### src/rtl/cordic_result_unfold.sv
// CORDIC output stage: unfolds first-quadrant results to the full circle and
// buffers them in a first-word-fall-through FIFO with overflow reporting.
module cordic_result_unfold #(
   parameter int unsigned IN_WIDTH          = 16,
   parameter int unsigned OUT_WIDTH         = 17,
   parameter int unsigned SECTOR_FLAG_WIDTH = 2,
   parameter int unsigned FIFO_DEPTH        = 8,
   parameter int unsigned ALMOST_FULL_LEVEL = 6,
   parameter int unsigned QUARTER_TURN      = 23040
) (
   input  logic                           clk,
   input  logic                           reset,
   input  logic                           valid_in,
   input  logic [IN_WIDTH-1:0]            degree_in,
   input  logic [IN_WIDTH-1:0]            x_in,
   input  logic [IN_WIDTH-1:0]            y_in,
   input  logic [SECTOR_FLAG_WIDTH-1:0]   sector_in,
   input  logic                           arctan_en_in,
   output logic                           out_valid,
   input  logic                           out_ready,
   output logic [OUT_WIDTH-1:0]           out_degree,
   output logic [OUT_WIDTH-1:0]           out_x,
   output logic [OUT_WIDTH-1:0]           out_y,
   output logic                           out_arctan,
   output logic [$clog2(FIFO_DEPTH):0]    count,
   output logic                           almost_full,
   output logic                           overflow,
   input  logic                           clear_overflow
);

   localparam int unsigned AW = $clog2(FIFO_DEPTH);
   localparam int unsigned CW = AW + 1;

   typedef struct packed {
      logic                 arctan;
      logic [OUT_WIDTH-1:0] degree;
      logic [OUT_WIDTH-1:0] x;
      logic [OUT_WIDTH-1:0] y;
   } entry_t;

   entry_t               stage_d_c;
   entry_t               stage_q;
   logic                 stage_valid;
   logic [OUT_WIDTH-1:0] xe_c;
   logic [OUT_WIDTH-1:0] ye_c;

   entry_t               mem [FIFO_DEPTH];
   logic [AW-1:0]        wr_ptr;
   logic [AW-1:0]        rd_ptr;
   logic                 rd_en_c;
   logic                 wr_en_c;
   logic                 drop_c;
   logic [CW-1:0]        count_next_c;

   // Quadrant unfold of the incoming pipeline result
   always_comb begin
      xe_c             = OUT_WIDTH'(x_in);
      ye_c             = OUT_WIDTH'(y_in);
      stage_d_c        = '0;
      stage_d_c.arctan = arctan_en_in;
      stage_d_c.degree = OUT_WIDTH'(degree_in)
                       + OUT_WIDTH'(sector_in) * OUT_WIDTH'(QUARTER_TURN);
      stage_d_c.x      = xe_c;
      stage_d_c.y      = ye_c;
      if (!arctan_en_in) begin
         case (sector_in)
            SECTOR_FLAG_WIDTH'(1): begin
               stage_d_c.x = OUT_WIDTH'(0) - ye_c;
               stage_d_c.y = xe_c;
            end
            SECTOR_FLAG_WIDTH'(2): begin
               stage_d_c.x = OUT_WIDTH'(0) - xe_c;
               stage_d_c.y = OUT_WIDTH'(0) - ye_c;
            end
            SECTOR_FLAG_WIDTH'(3): begin
               stage_d_c.x = ye_c;
               stage_d_c.y = OUT_WIDTH'(0) - xe_c;
            end
            default: begin
               stage_d_c.x = xe_c;
               stage_d_c.y = ye_c;
            end
         endcase
      end
   end

   // FIFO control; a pop in the same cycle frees the slot for a write at full
   always_comb begin
      rd_en_c      = out_valid & out_ready;
      wr_en_c      = stage_valid & ((count < CW'(FIFO_DEPTH)) | rd_en_c);
      drop_c       = stage_valid & ~wr_en_c;
      count_next_c = count + CW'(wr_en_c) - CW'(rd_en_c);
   end

   always_ff @(posedge clk) begin
      if (!reset) begin
         stage_valid <= 1'b0;
         stage_q     <= '0;
         wr_ptr      <= '0;
         rd_ptr      <= '0;
         count       <= '0;
         out_valid   <= 1'b0;
         almost_full <= 1'b0;
         overflow    <= 1'b0;
         for (int i = 0; i < int'(FIFO_DEPTH); i++) begin
            mem[i] <= '0;
         end
      end else begin
         stage_valid <= valid_in;
         stage_q     <= stage_d_c;
         if (wr_en_c) begin
            mem[wr_ptr] <= stage_q;
            wr_ptr      <= wr_ptr + AW'(1);
         end
         if (rd_en_c) begin
            rd_ptr <= rd_ptr + AW'(1);
         end
         count       <= count_next_c;
         out_valid   <= (count_next_c != '0);
         almost_full <= (count_next_c >= CW'(ALMOST_FULL_LEVEL));
         if (drop_c) begin
            overflow <= 1'b1;
         end else if (clear_overflow) begin
            overflow <= 1'b0;
         end
      end
   end

   assign out_degree = mem[rd_ptr].degree;
   assign out_x      = mem[rd_ptr].x;
   assign out_y      = mem[rd_ptr].y;
   assign out_arctan = mem[rd_ptr].arctan;

endmodule
### config.mk
export PLATFORM = sky130hd
export DESIGN_NAME = cordic_result_unfold
export DESIGN_NICKNAME = d
export VERILOG_FILES = /design/src/rtl/cordic_result_unfold.sv
export SDC_FILE = /design/constraint.sdc
export NUM_CORES = 1
export LEC_CHECK = 0
export BUFFER_PORTS_ARGS = -buffer_cell sky130_fd_sc_hd__clkbuf_2
export CAP_MARGIN = 10
export CORE_MARGIN = 3
export CORE_UTILIZATION = 51
export DETAILED_ROUTE_END_ITERATION = 8
export GPL_TIMING_DRIVEN = 0
export HOLD_SLACK_MARGIN = 0.1
export PLACE_DENSITY = 0.71
export SYNTH_ARGS = -nofsm -noshare
export SYNTH_HDL_FRONTEND = slang
export SYNTH_SLANG_ARGS = --single-unit
export TNS_END_PERCENT = 100
### constraint.sdc
create_clock -name clk -period 5.6 [get_ports clk]
set_clock_uncertainty 0.1 [all_clocks]
set_input_delay 0.28 -clock clk [delete_from_list [all_inputs] [get_ports clk]]
set_output_delay 0.28 -clock clk [all_outputs]
set_load 0.02 [all_outputs]
Word level (Yosys, flattened, before mapping)
Memory sizes are Yosys's and may differ from the RTL's. A register that Yosys moved wholly into a read port is not among the register bits.
Cells that the tools add are included.
{"block": "op_classes", "n_eq_ne": 3, "addsub": 7, "bitwise_logic": 6, "n_lt_le_gt_ge": 2, "n_reduce_logical": 4, "mux": 13, "multipliers": 1}
{"operator": "34-bit one-hot mux with 3 select lines", "count": 1}
{"operator": "52-bit 2-to-1 mux", "count": 1}
{"operator": "52-bit OR reduction", "count": 1}
{"operator": "1-bit by 16-bit subtractor with 17-bit output, first input constant", "count": 2}
{"operator": "33-bit 2-to-1 mux", "count": 1}
{"operator": "16-bit by 17-bit adder with 17-bit output", "count": 1}
{"operator": "3-bit 2-to-1 mux", "count": 3}
{"operator": "2-bit by 6-bit multiplier with 8-bit output, second input constant", "count": 1}
{"operator": "1-bit 2-to-1 mux", "count": 7}
{"operator": "3-bit by 1-bit adder with 3-bit output, second input constant", "count": 2}
{"operator": "4-bit by 1-bit adder with 4-bit output", "count": 1}
{"operator": "2-bit equality test, second input constant", "count": 2}
{"operator": "4-bit by 3-bit greater-or-equal comparator with 1-bit output, second input constant", "count": 1}
{"operator": "4-bit < comparator, second input constant", "count": 1}
{"operator": "4-bit nonzero test", "count": 1}
{"operator": "4-bit by 1-bit subtractor with 4-bit output", "count": 1}
{"operator": "1-bit AND", "count": 3}
{"operator": "2-bit by 1-bit equality test with 1-bit output, second input constant", "count": 1}
{"operator": "1-bit NOT", "count": 2}
{"operator": "2-bit nonzero test", "count": 1}
{"operator": "2-bit OR reduction", "count": 1}
{"operator": "1-bit OR", "count": 1}
{"block": "word_totals", "word_cells": 50, "input_bits": 56, "output_inout_bits": 59, "mem_bits_rw": 416, "n_memories": 1, "ff_bits": 66}
{"name": "mem", "depth": 8, "width": 52, "read_ports": 1, "rd_clocked_by_memory_dff": 1, "write_ports": 8, "line_no": "47", "source": "entry_t mem [FIFO_DEPTH];"}

Depth between registers and ports, before layout
{"block": "depth", "word_depth": 8, "ltp_mapped": 12, "ltp_nobuf": 12}

Worst setup path after synthesis
No wires, ideal clock.
{"block": "synth_path", "path_type": "reg-to-reg", "startpoint": "register out_valid", "endpoint": "memory mem[7][0] (netlist bit), enable pin", "stages_incl_launch_ff": 5, "path_buffers": 0, "t_required_ns": 4.966, "setup_slack_ns": 0.276, "setup_time_ns": 0.534, "arrival_time_ns": 4.690, "period_less_slack_ns": 5.324, "cell_sequence": "dfxtp_1 nand2_2 a21boi_4 nand2_1 o21ai_0"}
{"element": "start, declared", "line_no": "19", "source": "output logic out_valid,"}
{"element": "start signal, assigned", "line_no": "119", "source": "out_valid <= (count_next_c != '0);"}
{"element": "end, declared", "line_no": "47"}

==> key figures <==
Place
  • Number of buffers added on ports: 108
  • Routability-driven placement congestion ratio: approximately 0.90
  • Cell area reported after detailed placement: 23950 um^2
  • Detailed-placement wirelength estimate: 37460 um

Routing
  • First-pass iteration count of the detailed router: 5
  • Antenna-violating nets left: 0
  • Initial DRC count: ~1300
  • Detailed Route WL: 56770 um
  • Post-detailed-route via-to-cell ratio: 5.722
  • Routed length per instance: ~24 um
  • Via total after detailed routing: 13770
  • Drt drc: 0

Logic synthesis
  • Number of flip-flops and latches in the synthesized netlist: 485
  • Predominant post-synthesis flop cell: sky130_fd_sc_hd__edfxtp_1
  • Sequential area share after synthesis: about three fifths
  • Synthesized Nets: 1649
  • Number of distinct standard cells referenced by the synthesized netlist: 72
  • Number of standard cells after synthesis: 1570
  • EDFF count, synth: 416
  • Post-synthesis async set-or-reset flop share: 0%
  • Average cell area after synthesis: between 10 and 15 um^2
  • Warning count from the yosys run: 0
  • Synthesized cell area: 22530 um^2

Global routing
  • Wire length of the first global-routing pass: around 86000 um
  • Number of global-route vias before repair: between 10000 and 15000
  • Remaining Overflow, GRT: 0
  • Largest net degree at the start of global routing: 53
  • Tot GR Track Use: 24.66%
  • Initial antenna violation count: 3

Clock tree
  • Number of hold buffers added after CTS: 48
  • Clock buffer count from CTS: 49
  • TritonCTS clock tree: built
  • Setup Fix Bufs, Post-CTS: 0
  • Number of buffers on the longest clock path: 3
  • Insertion delay of the later-clocked pin in the worst-skew pair: ~0.59 ns
  • Cell at the root of the clock tree: sky130_fd_sc_hd__clkbuf_16
  • Clock transition at the registers of the reported paths: 0.06 ns
  • CTS resizes: 0
  • H-tree depth: 2
  • Number of clock sinks seen by CTS: 485

Finish
  • Antenna diode instance count: 0
  • Fraction of final layout cells with drive strength greater than 1: 22.08%
  • Final cell area excluding filler cells: 26070 um^2
  • Growth of design area from synthesis to finish: 15.70%
  • Final core occ: 60.12%
  • Layout net count: about 1900

STA
  • Least-Margin Pin Slew: 1.014 ns
  • Final worst path period need: 3.489 ns
  • Final Hold Viols: 0
  • Worst slew margin relative to its limit: 32.17%
  • Number of pins exceeding their max-slew limit in the final report: 0
  • Total Neg Setup Slack: 0 ns
  • Unrepaired setup endpoints after global routing: false
  • Setup violation total in the final timing report: 0
  • Tcrit/Tclk final: between 60 and 70%
  • Maximum clock rate: approximately 290 MHz

Power
  • Internal power component: between 0.006 and 0.007 W
  • Power Density: 350.7 nW/um^2
  • Proportion of power drawn by the clock network: 36.1%
  • Sw Ratio: 26.22%
  • Worst vdd ir: 0.2260 mV
  • Power dissipated by switching net loads: 0.002397 W
  • Leak Pwr: 9.642 nW
  • Sequential power share: 46.1%
  • Share of power burned in combinational logic: 17.8%

Floorplanning
  • DIE AREA: between 40000 and 50000 um^2
  • Count of pins on the block boundary: 115
  • DIE WIDTH: between 200 and 250 um
  • Placeable core region: 43360 um^2
  • Num rows: 76
  • Initial core utilization: 51.96%
  • Die boundary height: 216.2 um

Run
  • Max-cap violations: 0

Setup path
  • Crit-path max FO: 10
  • CP startpoint kind: flip-flop
  • Critical Path Sink Type: output port
  • Arrival time of the worst setup path: 3.11 ns
  • Required arrival time at the worst endpoint: about 5.2 ns
  • Kind of critical path: reg -> out

Outcome
  • Result of the run: finished clean

Min path
  • Worst min-delay path category: in -> reg
==> cell usage after synthesis (8+ instances only) <==
library cell,count,area (um^2)
sky130_fd_sc_hd__and2_1,431,2696
sky130_fd_sc_hd__edfxtp_1,416,12490
sky130_fd_sc_hd__mux4_2,104,2342
sky130_fd_sc_hd__clkbuf_1,69,259.0
sky130_fd_sc_hd__dfxtp_1,69,1381
sky130_fd_sc_hd__mux2_2,53,596.8
sky130_fd_sc_hd__nand2_1,43,161.4
sky130_fd_sc_hd__a21oi_1,37,185.2
sky130_fd_sc_hd__nor2_1,34,127.6
sky130_fd_sc_hd__inv_1,32,120.1
sky130_fd_sc_hd__o21ai_0,24,120.1
sky130_fd_sc_hd__buf_2,23,115.1
sky130_fd_sc_hd__ha_1,21,262.8
sky130_fd_sc_hd__nand3_1,19,95.09
sky130_fd_sc_hd__nor3_1,15,75.07
sky130_fd_sc_hd__a31oi_1,13,81.33
sky130_fd_sc_hd__buf_1,13,48.80
sky130_fd_sc_hd__nand2b_1,11,68.82
sky130_fd_sc_hd__xnor2_1,11,96.34
sky130_fd_sc_hd__xor2_1,9,78.83
sky130_fd_sc_hd__a21o_1,8,60.06
sky130_fd_sc_hd__or3_1,8,50.05
==> flip-flops by register name (all words and copies together), names as in the netlist, named ones only <==
name	count
almost_full	1
count	4
mem	416
out_valid	1
overflow	1
rd_ptr	3
stage_q	52
stage_valid	1
wr_ptr	3
==> cells by family after synthesis <==
| group | count (synthesis) | synth area share, % |
|---|---|---|
| xor+xnor | 20 | 0.7774 |
| simple gates | 606 | 16.61 |
| fa+ha+maj | 23 | 1.344 |
| flops | 485 | 61.57 |
| mux | 159 | 13.13 |
| compound gates | 137 | 4.071 |
| buf+inv | 140 | 2.493 |
==> metrics by stage <==
stage | worst slack, ns | hold slack [ns] | power (W) | cells
final | 2.111 | 0.1294 | 0.009143 | 2406
after global routing | 1.972 | 0.1400 | 0.009477 | 2406
after CTS | 2.038 | 0.1021 | 0.009203 | 2406
after detailed placement | 1.897 | 0.3889 | 0.005897 | 2266
after global placement | -3.140 | 0.3779 | 0.005877 | 2263
after floorplan | 0.2765 | 0.3017 | 0.005357 | 1570
==> cells in the final DEF, fill, tap and decap left out, types with 6 or more instances in the layout <==
master,Yosys,routed
sky130_fd_sc_hd__a21o_1,8,8
sky130_fd_sc_hd__a21oi_1,37,37
sky130_fd_sc_hd__a31oi_1,13,13
sky130_fd_sc_hd__and2_1,431,431
sky130_fd_sc_hd__and3_1,6,6
sky130_fd_sc_hd__buf_1,13,13
sky130_fd_sc_hd__buf_2,23,23
sky130_fd_sc_hd__clkbuf_1,69,78
sky130_fd_sc_hd__clkbuf_16,0,51
sky130_fd_sc_hd__clkbuf_2,0,108
sky130_fd_sc_hd__clkbuf_8,0,10
sky130_fd_sc_hd__clkinv_1,1,7
sky130_fd_sc_hd__clkinv_2,0,9
sky130_fd_sc_hd__dfxtp_1,69,69
sky130_fd_sc_hd__dlygate4sd3_1,0,48
sky130_fd_sc_hd__edfxtp_1,416,416
sky130_fd_sc_hd__ha_1,21,21
sky130_fd_sc_hd__inv_1,32,32
sky130_fd_sc_hd__mux2_2,53,53
sky130_fd_sc_hd__mux4_2,104,104
sky130_fd_sc_hd__nand2_1,43,43
sky130_fd_sc_hd__nand2b_4,0,7
sky130_fd_sc_hd__nand3_1,19,19
sky130_fd_sc_hd__nor2_1,34,34
sky130_fd_sc_hd__nor3_1,15,15
sky130_fd_sc_hd__o21ai_0,24,23
sky130_fd_sc_hd__o22ai_1,6,6
sky130_fd_sc_hd__or3_1,8,8
sky130_fd_sc_hd__xnor2_1,11,11
sky130_fd_sc_hd__xor2_1,9,9
==> layer usage <==
metal  share of wire (%)  wire length [um]  vias to the layer above  global-route usage, %
met5               0.051                29                        -                      0
met4                 2.5              1434                        4                  7.485
met3                 7.6              4293                      102                  3.954
met2                  48             27490                      572                  40.66
met1                  41             23520                     6871                  34.21
li1                    -                 -                     6217                      -
==> path summary, 6_finish.rpt <==
kind	to	cells after the start	from	slack (ns)
setup reg to reg	mem[2][24]$_SDFFCE_PN0P_	5	out_valid$_SDFF_PN0_	2.38
hold / removal	stage_q[50]$_SDFF_PN0_	4	sector_in[1]	0.13
hold reg to reg	flip-flop	2	rd_ptr[1]$_SDFFE_PN0P_	0.43
setup / recovery	out_degree[16]	6	flip-flop	2.11
==> final cells by class <==
class,count,area [um^2]
Buffer,106,434.2
Clock inverter,22,191.4
Sequential cell,485,13870
Fill cell,3361,17290
Clock buffer,70,1448
Tap cell,585,732.0
Multi-Input combinational cell,945,8160
Inverter,34,127.6
Timing Repair Buffer,159,1104
==> power by group through the flow <==
| stage | Combinational (W) | Sequential [W] | Clock [W] |
|---|---|---|---|
| 2_1_floorplan | 0.00108 | 0.00427 | 0 |
| 3_3_place_gp | 0.00158 | 0.00429 | 0 |
| 3_5_place_dp | 0.00161 | 0.00429 | 0 |
| 4_1_cts | 0.00164 | 0.00421 | 0.00335 |
| 5_1_grt | 0.00175 | 0.00424 | 0.00349 |
| 6_report | 0.00162 | 0.00421 | 0.00330 |
==> critical path: stages, from the launching register on <==
cell,delay [ns]
sky130_fd_sc_hd__dfxtp_1,0.30
sky130_fd_sc_hd__clkbuf_1,0.28
sky130_fd_sc_hd__buf_2,0.40
sky130_fd_sc_hd__buf_1,0.62
sky130_fd_sc_hd__mux4_2,0.42
sky130_fd_sc_hd__mux2_2,0.32
sky130_fd_sc_hd__clkbuf_2,0.17
Power figures use the tool's default switching activity.
